--- config.mk ---
export PLATFORM = sky130hd
export DESIGN_NAME = axis_dwc_hdr_n1_flat
export DESIGN_NICKNAME = d
export VERILOG_FILES = /design/src/rtl/axis_dwc_hdr_n1_if.sv /design/src/rtl/axis_dwc_hdr_n1.sv /design/src/flat_wrapper.sv
export SDC_FILE = /design/constraint.sdc
export NUM_CORES = 1
export LEC_CHECK = 0
export CORE_MARGIN = 2
export CORE_UTILIZATION = 43
export DETAILED_ROUTE_END_ITERATION = 8
export GPL_TIMING_DRIVEN = 1
export PLACE_DENSITY_LB_ADDON = 0.12
export SLEW_MARGIN = 20
export SYNTH_ARGS = -nofsm -noshare
export SYNTH_HDL_FRONTEND = slang
export SYNTH_SLANG_ARGS = --single-unit
--- constraint.sdc ---
create_clock -name AXIS_ACLK -period 5.5 [get_ports AXIS_ACLK]
set_input_delay 1.375 -clock AXIS_ACLK [delete_from_list [all_inputs] [get_ports AXIS_ACLK]]
set_output_delay 1.375 -clock AXIS_ACLK [all_outputs]
set_load 0.02 [all_outputs]
--- src/rtl/axis_dwc_hdr_n1_if.sv ---
// AXI-Stream bundle for the width down-converter; DUT ports use master/slave modports.
// M-side TSTRB is only part of the master modport when AXIS_DWC_MSTRB_EN is defined.
interface axis_dwc_hdr_n1_if #(
  parameter int DATA_WIDTH = 32,
  parameter int USER_WIDTH = 1
) ();
  logic                    tvalid;
  logic                    tready;
  logic [DATA_WIDTH-1:0]   tdata;
  logic [DATA_WIDTH/8-1:0] tstrb;
  logic                    tlast;
  logic [USER_WIDTH-1:0]   tuser;

  modport master (
`ifdef AXIS_DWC_MSTRB_EN
    output tstrb,
`endif
    output tvalid,
    output tdata,
    output tlast,
    input  tready
  );

  modport slave (
    input  tvalid,
    input  tdata,
    input  tstrb,
    input  tlast,
    input  tuser,
    output tready
  );
endinterface

--- src/rtl/axis_dwc_hdr_n1.sv ---
// AXI-Stream width down-converter with optional per-packet TUSER header beat.
// Define AXIS_DWC_MSTRB_EN to store lane strobes and drive M-side TSTRB.
module axis_dwc_hdr_n1 #(
  parameter int M_DATA_WIDTH = 32,
  parameter int RATIO        = 2,
  parameter int USER_WIDTH   = 32,
  parameter int HDR_EN       = 1
) (
  input  logic                AXIS_ACLK,
  input  logic                AXIS_ARESET,
  axis_dwc_hdr_n1_if.slave    S_AXIS,
  axis_dwc_hdr_n1_if.master   M_AXIS
);
  localparam int WW = RATIO * M_DATA_WIDTH;
  localparam int LS = M_DATA_WIDTH / 8;
  localparam int LW = (RATIO > 1) ? $clog2(RATIO) : 1;

  typedef enum logic {ST_HDR, ST_DATA} state_t;

  state_t                  state_q;
  logic                    full_q;
  logic                    sop_q;
  logic                    wordLast_q;
  logic [LW-1:0]           lane_q;
  logic [LW-1:0]           lastLane_q;
  logic [WW-1:0]           data_q;
  logic [M_DATA_WIDTH-1:0] tdata_q;
  logic                    tlast_q;
`ifdef AXIS_DWC_MSTRB_EN
  logic [WW/8-1:0]         strb_q;
  logic [LS-1:0]           tstrb_q;
`endif

  logic                    mXfr;
  logic                    finalLane;
  logic                    sTready;
  logic                    load;
  logic                    sop_d;
  logic                    hdr_d;
  logic [LW-1:0]           lane_d;
  logic [LW-1:0]           inLastLane;
  logic [M_DATA_WIDTH-1:0] userExt;

  // Highest lane carrying any strobe on a TLAST word; lane 0 always survives.
  always_comb begin
    inLastLane = LW'(RATIO - 1);
    if (S_AXIS.tlast) begin
      inLastLane = '0;
      for (int k = 1; k < RATIO; k++) begin
        if (|S_AXIS.tstrb[k*LS +: LS]) inLastLane = LW'(k);
      end
    end
  end

  assign finalLane = (state_q == ST_DATA) && (lane_q == lastLane_q);
  assign mXfr      = full_q && M_AXIS.tready;
  assign sTready   = !AXIS_ARESET && (!full_q || (mXfr && finalLane));
  assign load      = S_AXIS.tvalid && sTready;
  assign sop_d     = (mXfr && finalLane) ? wordLast_q : sop_q;
  assign hdr_d     = (HDR_EN != 0) && sop_d;
  assign lane_d    = lane_q + LW'(1);
  assign userExt   = M_DATA_WIDTH'(S_AXIS.tuser);

  // Output beat is registered: each transition precomputes the next beat to present.
  always_ff @(posedge AXIS_ACLK) begin
    if (AXIS_ARESET) begin
      full_q  <= 1'b0;
      sop_q   <= 1'b1;
      lane_q  <= '0;
      state_q <= ST_DATA;
      tdata_q <= '0;
      tlast_q <= 1'b0;
`ifdef AXIS_DWC_MSTRB_EN
      tstrb_q <= '0;
`endif
    end else if (load) begin
      full_q     <= 1'b1;
      sop_q      <= sop_d;
      lane_q     <= '0;
      data_q     <= S_AXIS.tdata;
      wordLast_q <= S_AXIS.tlast;
      lastLane_q <= inLastLane;
`ifdef AXIS_DWC_MSTRB_EN
      strb_q     <= S_AXIS.tstrb;
`endif
      if (hdr_d) begin
        state_q <= ST_HDR;
        tdata_q <= userExt;
        tlast_q <= 1'b0;
`ifdef AXIS_DWC_MSTRB_EN
        tstrb_q <= '1;
`endif
      end else begin
        state_q <= ST_DATA;
        tdata_q <= S_AXIS.tdata[M_DATA_WIDTH-1:0];
        tlast_q <= S_AXIS.tlast && (inLastLane == '0);
`ifdef AXIS_DWC_MSTRB_EN
        tstrb_q <= S_AXIS.tstrb[LS-1:0];
`endif
      end
    end else if (mXfr) begin
      if (state_q == ST_HDR) begin
        state_q <= ST_DATA;
        sop_q   <= 1'b0;
        lane_q  <= '0;
        tdata_q <= data_q[M_DATA_WIDTH-1:0];
        tlast_q <= wordLast_q && (lastLane_q == '0);
`ifdef AXIS_DWC_MSTRB_EN
        tstrb_q <= strb_q[LS-1:0];
`endif
      end else if (!finalLane) begin
        lane_q  <= lane_d;
        tdata_q <= data_q[int'(lane_d)*M_DATA_WIDTH +: M_DATA_WIDTH];
        tlast_q <= wordLast_q && (lane_d == lastLane_q);
`ifdef AXIS_DWC_MSTRB_EN
        tstrb_q <= strb_q[int'(lane_d)*LS +: LS];
`endif
      end else begin
        full_q  <= 1'b0;
        sop_q   <= wordLast_q;
        tlast_q <= 1'b0;
      end
    end
  end

  assign S_AXIS.tready = sTready;
  assign M_AXIS.tvalid = full_q;
  assign M_AXIS.tdata  = tdata_q;
  assign M_AXIS.tlast  = tlast_q;
`ifdef AXIS_DWC_MSTRB_EN
  assign M_AXIS.tstrb  = tstrb_q;
`endif
endmodule

--- src/flat_wrapper.sv ---
// flat-port wrapper written by rule: the top's interface ports become plain ports
module axis_dwc_hdr_n1_flat 
#(
  parameter int M_DATA_WIDTH = 32,
  parameter int RATIO        = 2,
  parameter int USER_WIDTH   = 32,
  parameter int HDR_EN       = 1
)
  (AXIS_ACLK, AXIS_ARESET, S_AXIS_tvalid, S_AXIS_tdata, S_AXIS_tstrb, S_AXIS_tlast, S_AXIS_tuser, S_AXIS_tready, M_AXIS_tvalid, M_AXIS_tdata, M_AXIS_tlast, M_AXIS_tready);
  axis_dwc_hdr_n1_if #(.DATA_WIDTH(64), .USER_WIDTH(USER_WIDTH)) S_AXIS_i ();
  axis_dwc_hdr_n1_if #(.DATA_WIDTH(32), .USER_WIDTH(USER_WIDTH)) M_AXIS_i ();
  input  logic AXIS_ACLK;
  input  logic AXIS_ARESET;
  input wire logic [$bits(S_AXIS_i.tvalid)-1:0] S_AXIS_tvalid;
  input wire logic [$bits(S_AXIS_i.tdata)-1:0] S_AXIS_tdata;
  input wire logic [$bits(S_AXIS_i.tstrb)-1:0] S_AXIS_tstrb;
  input wire logic [$bits(S_AXIS_i.tlast)-1:0] S_AXIS_tlast;
  input wire logic [$bits(S_AXIS_i.tuser)-1:0] S_AXIS_tuser;
  output wire logic [$bits(S_AXIS_i.tready)-1:0] S_AXIS_tready;
  output wire logic [$bits(M_AXIS_i.tvalid)-1:0] M_AXIS_tvalid;
  output wire logic [$bits(M_AXIS_i.tdata)-1:0] M_AXIS_tdata;
  output wire logic [$bits(M_AXIS_i.tlast)-1:0] M_AXIS_tlast;
  input wire logic [$bits(M_AXIS_i.tready)-1:0] M_AXIS_tready;
  assign S_AXIS_i.tvalid = S_AXIS_tvalid;
  assign S_AXIS_i.tdata = S_AXIS_tdata;
  assign S_AXIS_i.tstrb = S_AXIS_tstrb;
  assign S_AXIS_i.tlast = S_AXIS_tlast;
  assign S_AXIS_i.tuser = S_AXIS_tuser;
  assign S_AXIS_tready = S_AXIS_i.tready;
  assign M_AXIS_tvalid = M_AXIS_i.tvalid;
  assign M_AXIS_tdata = M_AXIS_i.tdata;
  assign M_AXIS_tlast = M_AXIS_i.tlast;
  assign M_AXIS_i.tready = M_AXIS_tready;
  axis_dwc_hdr_n1 #(.M_DATA_WIDTH(M_DATA_WIDTH), .RATIO(RATIO), .USER_WIDTH(USER_WIDTH), .HDR_EN(HDR_EN)) u_core (.AXIS_ACLK(AXIS_ACLK), .AXIS_ARESET(AXIS_ARESET), .S_AXIS(S_AXIS_i), .M_AXIS(M_AXIS_i));
endmodule
# --- Word-level counts from Yosys, hierarchy flattened ---
# Index checks and enable logic that the tools add are counted.
totals:
  in_bits: 109
  reg_bits: 103
  output_inout_bits: 35
  wordCells: 66
op_classes:
  add_sub_neg: 1
  reduce_logical: 21
  shifts: 1
  n_bitwise: 3
  mux: 26
  n_eq_ne: 5
ops:
  columns: ["op", "n"]
  rows:
  - ["$mux W32", 5]
  - ["$shiftx A64 B7 Y32", 1]
  - ["$mux W1", 21]
  - ["$logic_and A1 B1 Y1", 8]
  - ["$reduce_and A2 Y1", 4]
  - ["$ne A3 B3 Y1 const B", 2]
  - ["$reduce_bool A2 Y1", 3]
  - ["$reduce_or A4 Y1", 1]
  - ["$not A1 Y1", 3]
  - ["$reduce_and A3 Y1", 1]
  - ["$eq A1 B1 Y1", 2]
  - ["$logic_not A1 Y1", 2]
  - ["$ne A2 B2 Y1 const B", 1]
  - ["$reduce_or A2 Y1", 1]
  - ["$add A1 B1 Y1 const B", 1]
  - ["$logic_or A1 B1 Y1", 1]

# --- Logic depth before layout (Yosys ltp) ---
# Gate-level depths: netlist (run 1).
depth:
  depth_word: 8
  mapped_depth: 7
  mapped_depth_nobuf: 4

# --- Least setup slack after synthesis (run 1) ---
# Ideal clock, no wire load.
synth_timing:
  path_type: "input to register"
  from: "in AXIS_ARESET"
  to: "reg u_core.data_q[0], enable pin"
  path_buffers: 0
  slack_ns: 0.115
  t_arrival_ns: 4.868
  stages: 2
  cell_sequence: "nand4b_1 -> o22ai_1"
synth_via:
  elab_chain_cells: 4
synth_rtl:
  columns: ["element", "line_no", "rtl"]
  rows:
  - ["start, declared", "flat_wrapper.sv:13", "input logic AXIS_ARESET;"]
  - ["$logic_not A1 Y1", "axis_dwc_hdr_n1.sv:57", "assign sTready = !AXIS_ARESET && (!full_q || (mXfr && finalLane));"]
  - ["$logic_and A1 B1 Y1", "axis_dwc_hdr_n1.sv:57", null]
  - ["$logic_and A1 B1 Y1", "axis_dwc_hdr_n1.sv:58", "assign load = S_AXIS.tvalid && sTready;"]
  - ["$reduce_and A2 Y1 (no line) *", null, null]
  - ["end signal, assigned", "axis_dwc_hdr_n1.sv:80", "data_q <= S_AXIS.tdata;"]
  - ["end, declared", "axis_dwc_hdr_n1.sv:26", "logic [WW-1:0] data_q;"]
# Mark *: on every way between the ends. The rest lies on a longest branch, timed or not.
# A chain may end at the register's enable or synchronous reset.

# --- Worst setup path in the final report (run 1) ---
layout_timing:
  from: "in M_AXIS_tready"
  to: "out S_AXIS_tready"
layout_via:
  elab_chain_cells: 4
layout_rtl:
  columns: ["element", "line_no", "rtl"]
  rows:
  - ["start, declared", "flat_wrapper.sv:23", "input wire logic [$bits(M_AXIS_i.tready)-1:0] M_AXIS_tready;"]
  - ["$logic_and A1 B1 Y1", "axis_dwc_hdr_n1.sv:56", "assign mXfr = full_q && M_AXIS.tready;"]
  - ["$logic_and A1 B1 Y1", "axis_dwc_hdr_n1.sv:57", null]
  - ["$logic_or A1 B1 Y1", "axis_dwc_hdr_n1.sv:57", null]
  - ["$logic_and A1 B1 Y1", "axis_dwc_hdr_n1.sv:57", null]
  - ["end, declared", "flat_wrapper.sv:19", "output wire logic [$bits(S_AXIS_i.tready)-1:0] S_AXIS_tready;"]
# No other way between the ends.

==> results.py, run 1 <==
metrics = {
    "layout": {
        "fillers": 898,
        "nets": 603,
        "diodes": 0,
        "layout_commonest_cell": "clkdlybuf4s50_1",
        "final_core_util": 0.6045,
        "drive_gt1_frac": 0.1824,
        "layout_common_cells": "139 x clkdlybuf4s50_1, 66 x edfxtp_1, 37 x dfxtp_1",
        "fin_cells": 639,
        "area.growth.synth_to_final_pct": 35.60,
    },
    "drt": {
        "vias_per_cell": 6.028,
        "drtIter0Drc": 197,
        "routed_wl_mm": 13.63,
        "route.detailed.drc": 0,
        "num_vias": 3852,
        "dr.pass1.iters": 5,
        "avgRoutedWirePerCell_um": 21.33,
        "ant_nets": 0,
    },
    "setup_path": {
        "required_ps": 4120,
        "cp_max_fo": 6,
        "critPathArrivalTime_ps": 2850,
        "crit_top_cell": "clkdlybuf4s50_1",
        "cpLargestDelayFamily": "buffers and inverters",
        "startpoint": "M_AXIS_tready",
        "r2r_cells": 6,
        "critPathMaxStageDelay_ps": 620,
        "cp-end-kind": "primary output",
        "path_cells": "clkdlybuf4s50_1 -> nand3_1 -> a21oi_1 -> clkdlybuf4s50_1",
        "reg2reg_slack_ps": 3140,
        "cp_num_buf_inv": 2,
        "setup.worst_path.end": "S_AXIS_tready",
        "crit_slowest_cell": "clkdlybuf4s50_1",
        "cp.depth": 4,
        "worstReg2RegStart": "u_core.state_q",
        "regToRegEndpoint": "u_core.M_AXIS.tdata[31]",
        "startpoint_type": "input pin",
        "critPathKind": "input pin to primary output",
    },
    "pwr": {
        "p_int_w": 0.001422,
        "p_clk_frac": 0.322,
        "p_seq_frac": 0.476,
        "pwr-share-comb": 0.202,
        "netSwitchingFraction": 0.2539,
        "leakage_nw": 2.152,
        "irDropWorstVdd_mv": 0.2115,
        "switchingPower_w": 0.0004838,
        "power_w": 0.001905,
        "p_per_area_nw_per_um2": 287.0,
    },
    "floorplan": {
        "core_um2": 10980,
        "ios": 144,
        "die_h_um": 110.7,
        "die-area_um2": 12260,
        "num_rows": 38,
        "start_util": 0.4458,
        "die_w_um": 110.7,
    },
    "synthesis": {
        "synth_top_area_cell": "edfxtp_1",
        "yosys.area.top_type_share": 0.4048,
        "synth_xor_area_frac": 0.007411,
        "yosys_warnings": 0,
        "synth_adder_area_share": 0,
        "synth.distinct_cells": 37,
        "synth_ff_type": "edfxtp_1",
        "syn_nets": 478,
        "syn_avg_cell_area_um2": 13.27,
        "ys_ff_latch": 103,
        "synth_compound_area_frac": 0.2149,
        "synth_cells": 369,
        "synth_area_leaders": "edfxtp_1 40%, dfxtp_1 15%, a2111oi_2 8.9%",
        "async_reset_ff_frac": 0,
        "synth.mux.area_fraction": 0.06772,
        "synth_area_um2": 4896,
        "synth_top_family_by_area": "compound AO/OA/AOI/OAI gates",
        "synth_simple_gate_area_frac": 0.1084,
        "synth_edf_count": 66,
        "seq_area_frac_synth": 0.5561,
    },
    "sta": {
        "rsz0062_at_grt": "no",
        "clock_skew_ps": 8.977,
        "maxSlewViolCount": 0,
        "totalNegativeSetupSlack_ps": 0,
        "relSlewSlack": 0.4571,
        "fin_crit_sh": 0.7689,
        "setup_ws_ps": 1271,
        "finalSetupViolCount": 0,
        "tightest_slew_ps": 814.4,
        "fmax_mhz": 236.5,
        "finalHoldViolCount": 0,
        "min_period_ps": 4229,
    },
    "status": {
        "status": "completed",
    },
    "grt": {
        "grt_pass1_wl_mm": 21.44,
        "grt_max_degree": 42,
        "met3_usage": 0.05631,
        "gr-total-overflow": 0,
        "grt_pass1_vias": 4078,
        "track_usage": 0.2238,
        "busiest_layer": "met2",
        "antenna_found_initial": 0,
        "grt_use_met1": 0.2782,
        "use_met2": 0.3681,
    },
    "placement": {
        "preCtsSetupSlack_ps": 1262,
        "place_congestion": 0.8339,
        "post-dp-hpwl_mm": 8.539,
        "io_buffers": 139,
        "dp.cells": 623,
    },
    "cts": {
        "cts_root_buf": "clkbuf_16",
        "post-cts-setup-buffers": 0,
        "clk_pin_slew_worst_paths_ps": 60,
        "clockBufferDepth": 2,
        "hold_buffers": 0,
        "worstSkewPairLatency_ps": 350,
        "cts_num_sinks": 103,
        "cts_tree": "done",
        "numCtsBuffers": 9,
        "cts-htree-levels": 3,
        "cts_resized": 0,
    },
    "hold_path": {
        "hp-class": "flop to flop",
    },
    "job": {
        "maxCapViolations": 0,
    },
}
## power groups by stage
stage	logic, W	clock network [W]	registers (W)
finish	0.000385	0.000614	0.000907
global route	0.000410	0.000662	0.000912
CTS	0.000388	0.000630	0.000907
detailed placement	0.000386	0	0.000923
global placement	0.000378	0	0.000921
floorplan	0.000181	0	0.000951
## layer usage
metal	vias up	share of wire
met1	1875	0.41
met4	0	0.027
li1	1755	-
met2	193	0.49
met3	29	0.075
met5	-	0
## state kept, by name, summed over array words and instances, names as in the netlist
register              flops
u_core.data_q            64
u_core.sop_q              1
u_core.lane_q             1
u_core.state_q            1
u_core.wordLast_q         1
u_core.M_AXIS.tlast       1
u_core.M_AXIS.tdata      32
u_core.M_AXIS.tvalid      1
u_core.lastLane_q         1
## area by class of cell
type	count	area, µm²	area share
multi-input combinational	229	1986	0.2991
tap	140	175.2	0.02639
clock inverter	5	48.80	0.007350
sequential	103	2723	0.4101
clock buffer	11	232.7	0.03505
timing repair buffer	149	1466	0.2209
inverter	2	7.507	0.001131
## through the flow
stage,area (µm²),hold slack (ps)
2_1_floorplan,4896,485.8
3_3_place_gp,6357,482.6
3_5_place_dp,6357,482.6
4_1_cts,6639,498.4
5_1_grt,6639,527.5
6_report,6639,499.9
## tightest hold or removal path: stages, from the launching register on
cell	delay [ps]
dfxtp_1	310
nor2_1	100
nor3_1	50
## cells by family after synthesis
logic type      Yosys count
simple gates             87
flops                   103
xor+xnor                  2
buf+inv                  37
mux                      33
compound gates          107
## synthesized netlist by cell type (4+ instances only)
library cell and n:
edfxtp_1 66, dfxtp_1 37, nor2_1 35, mux2i_1 32, nor4b_1 32, o21ai_0 32
o221a_2 32, a2111oi_2 29, clkbuf_1 14, buf_2 13, a21oi_1 5, nand2_1 5
buf_6 4
## worst min-delay path by stage
| stage | from | end | cells past startpoint | slack (ps) |
|---|---|---|---|---|
| floorplan | u_core.sop_q | u_core.sop_q | 2 | 490 |
| detailed placement | u_core.M_AXIS.tlast | u_core.M_AXIS.tlast | 2 | 480 |
| global route | u_core.M_AXIS.tlast | u_core.M_AXIS.tlast | 2 | 530 |
| finish | u_core.M_AXIS.tlast | u_core.M_AXIS.tlast | 2 | 500 |
| global placement | u_core.M_AXIS.tlast | u_core.M_AXIS.tlast | 2 | 480 |
| CTS | u_core.M_AXIS.tlast | u_core.M_AXIS.tlast | 2 | 500 |
(Power assumes the default switching activity.)
==> run 2: changes to the inputs <==
--- a/config.mk
+++ b/config.mk
@@ -6,7 +6,7 @@
 export NUM_CORES = 1
 export LEC_CHECK = 0
 export CORE_MARGIN = 2
-export CORE_UTILIZATION = 43
+export CORE_UTILIZATION = 45
 export DETAILED_ROUTE_END_ITERATION = 8
 export GPL_TIMING_DRIVEN = 1
 export PLACE_DENSITY_LB_ADDON = 0.12
==> constraint.sdc (replaced) <==
create_clock -name AXIS_ACLK -period 4 [get_ports AXIS_ACLK]
set_input_delay 1 -clock AXIS_ACLK [delete_from_list [all_inputs] [get_ports AXIS_ACLK]]
set_output_delay 1 -clock AXIS_ACLK [all_outputs]
set_load 0.02 [all_outputs]
==> results.py, run 2 (synthesis gave the netlist of run 1 again) <==
metrics = {
    "floorplan": {
        "start_util": 0.4556,
        "die_w_um": 108.3,
        "die-area_um2": 11730,
        "core_um2": 10750,
        "num_rows": 38,
        "die_h_um": 108.3,
        "ios": 144,
    },
    "sta": {
        "totalNegativeSetupSlack_ps": 0,
        "rsz0062_at_grt": "no",
        "min_period_ps": 3566,
        "finalHoldViolCount": 0,
        "relSlewSlack": 0.5880,
        "finalSetupViolCount": 0,
        "fmax_mhz": 280.4,
        "setup_ws_ps": 433.7,
        "fin_crit_sh": 0.8916,
        "maxSlewViolCount": 0,
        "tightest_slew_ps": 616.2,
        "clock_skew_ps": 7.979,
    },
    "cts": {
        "numCtsBuffers": 9,
        "clk_pin_slew_worst_paths_ps": 90,
        "cts_root_buf": "clkbuf_8",
        "cts_num_sinks": 103,
        "worstSkewPairLatency_ps": 360,
        "cts-htree-levels": 3,
        "cts_resized": 0,
        "hold_buffers": 0,
        "cts_tree": "done",
        "post-cts-setup-buffers": 0,
        "clockBufferDepth": 2,
    },
    "hold_path": {
        "hold_depth": 2,
        "hold_end": "u_core.M_AXIS.tlast",
        "hp-class": "flop to flop",
        "hold_start": "u_core.M_AXIS.tlast",
    },
    "drt": {
        "avgRoutedWirePerCell_um": 20.85,
        "drtIter0Drc": 230,
        "routed_wl_mm": 13.45,
        "dr.pass1.iters": 4,
        "num_vias": 3806,
        "vias_per_cell": 5.901,
        "ant_nets": 0,
        "route.detailed.drc": 0,
    },
    "layout": {
        "regMostFlops": "u_core.data_q",
        "drive_gt1_frac": 0.1941,
        "largest_reg_flops": 64,
        "layout_common_cells": "139 x clkdlybuf4s50_1, 66 x edfxtp_1, 37 x dfxtp_1",
        "nets": 609,
        "diodes": 0,
        "area.growth.synth_to_final_pct": 34.81,
        "layout_commonest_cell": "clkdlybuf4s50_1",
    },
    "setup_path": {
        "critPathKind": "input pin to primary output",
        "cp_max_fo": 6,
        "critPathArrivalTime_ps": 2570,
        "startpoint_type": "input pin",
        "r2r_cells": 5,
        "cp-end-kind": "primary output",
        "cpLargestDelayFamily": "buffers and inverters",
        "worstReg2RegStart": "u_core.lastLane_q",
        "critPathMaxStageDelay_ps": 630,
        "crit_slowest_cell": "clkdlybuf4s50_1",
        "reg2reg_slack_ps": 1540,
        "regToRegEndpoint": "u_core.M_AXIS.tdata[1]",
        "startpoint": "M_AXIS_tready",
        "path_cells": "clkdlybuf4s50_1 -> nand3_1 -> a21oi_1 -> clkdlybuf4s50_1",
        "cp_num_buf_inv": 2,
        "crit_top_cell": "clkdlybuf4s50_1",
        "required_ps": 3000,
    },
    "grt": {
        "gr-total-overflow": 0,
        "track_usage": 0.2292,
        "grt_pass1_vias": 4070,
        "grt_max_degree": 38,
        "antenna_found_initial": 0,
        "grt_pass1_wl_mm": 20.56,
    },
    "job": {
        "maxCapViolations": 0,
    },
    "pwr": {
        "irDropWorstVdd_mv": 0.1701,
        "leakage_nw": 2.138,
        "pwr-share-comb": 0.222,
        "p_per_area_nw_per_um2": 364.3,
        "p_seq_frac": 0.518,
        "switchingPower_w": 0.0006490,
        "p_clk_frac": 0.260,
        "netSwitchingFraction": 0.2699,
        "p_int_w": 0.001755,
    },
    "placement": {
        "io_buffers": 139,
        "post-dp-hpwl_mm": 8.725,
        "place_congestion": 0.7828,
        "preCtsSetupSlack_ps": 441.0,
    },
    "status": {
        "status": "completed",
    },
}
run 2: cell types whose count changed in the layout (fill, tap and decap cells not counted), sizes merged:
cell / previous run / this run
buf: 10 / 16
clkbuf: 11 / 13
clkinv: 4 / 2
bufinv: 1 / 0
clkinvlp: 0 / 1
run 2: tightest hold or removal path, stage by stage (launching register included):
cell,delay [ps]
dfxtp_1,320
nor2_1,100
nor3_1,50
run 2: cell type report:
| class | count | area [µm²] |
|---|---|---|
| Clock buffer | 13 | 168.9 |
| Inverter | 2 | 7.507 |
| Multi-Input combinational cell | 229 | 1986 |
| Clock inverter | 3 | 16.27 |
| Fill cell | 895 | 4145 |
| Timing Repair Buffer | 155 | 1524 |
| Tap cell | 140 | 175.2 |
| Sequential cell | 103 | 2723 |
run 2: per-layer routing:
metal | track usage | wire [µm] | vias up
li1 | - | - | 1771
met1 | 0.2811 | 5587 | 1879
met2 | 0.4052 | 6779 | 150
met3 | 0.05003 | 978 | 6
met4 | 0.06685 | 105 | 0
met5 | 0 | 0 | -
run 2: how the worst max path moves through the flow:
stage | end | cells after the start
after floorplan | u_core.data_q[0] | 2
after global placement | S_AXIS_tready | 4
after detailed placement | S_AXIS_tready | 4
after CTS | S_AXIS_tready | 4
after global routing | S_AXIS_tready | 4
final | S_AXIS_tready | 4
run 2: power groups by stage:
stage / logic (W) / registers, W / clock network [W]
floorplan: 0.000250 / 0.00131 / 0
global placement: 0.000526 / 0.00127 / 0
detailed placement: 0.000536 / 0.00127 / 0
CTS: 0.000538 / 0.00125 / 0.000642
global route: 0.000570 / 0.00125 / 0.000677
finish: 0.000533 / 0.00125 / 0.000626
run 2: stage by stage:
stage          instance area [µm²]  power (W)  utilization  hold slack, ps  cells
3_3_place_gp                  6415   0.001792       0.5970           494.2    629
3_5_place_dp                  6415   0.001805       0.5970           483.7    629
6_report                      6600   0.002404       0.6142           509.6    645
4_1_cts                       6600   0.002425       0.6142           504.4    645
2_1_floorplan                 4902   0.001555            -           485.8    369
5_1_grt                       6600   0.002501       0.6142           514.0    645
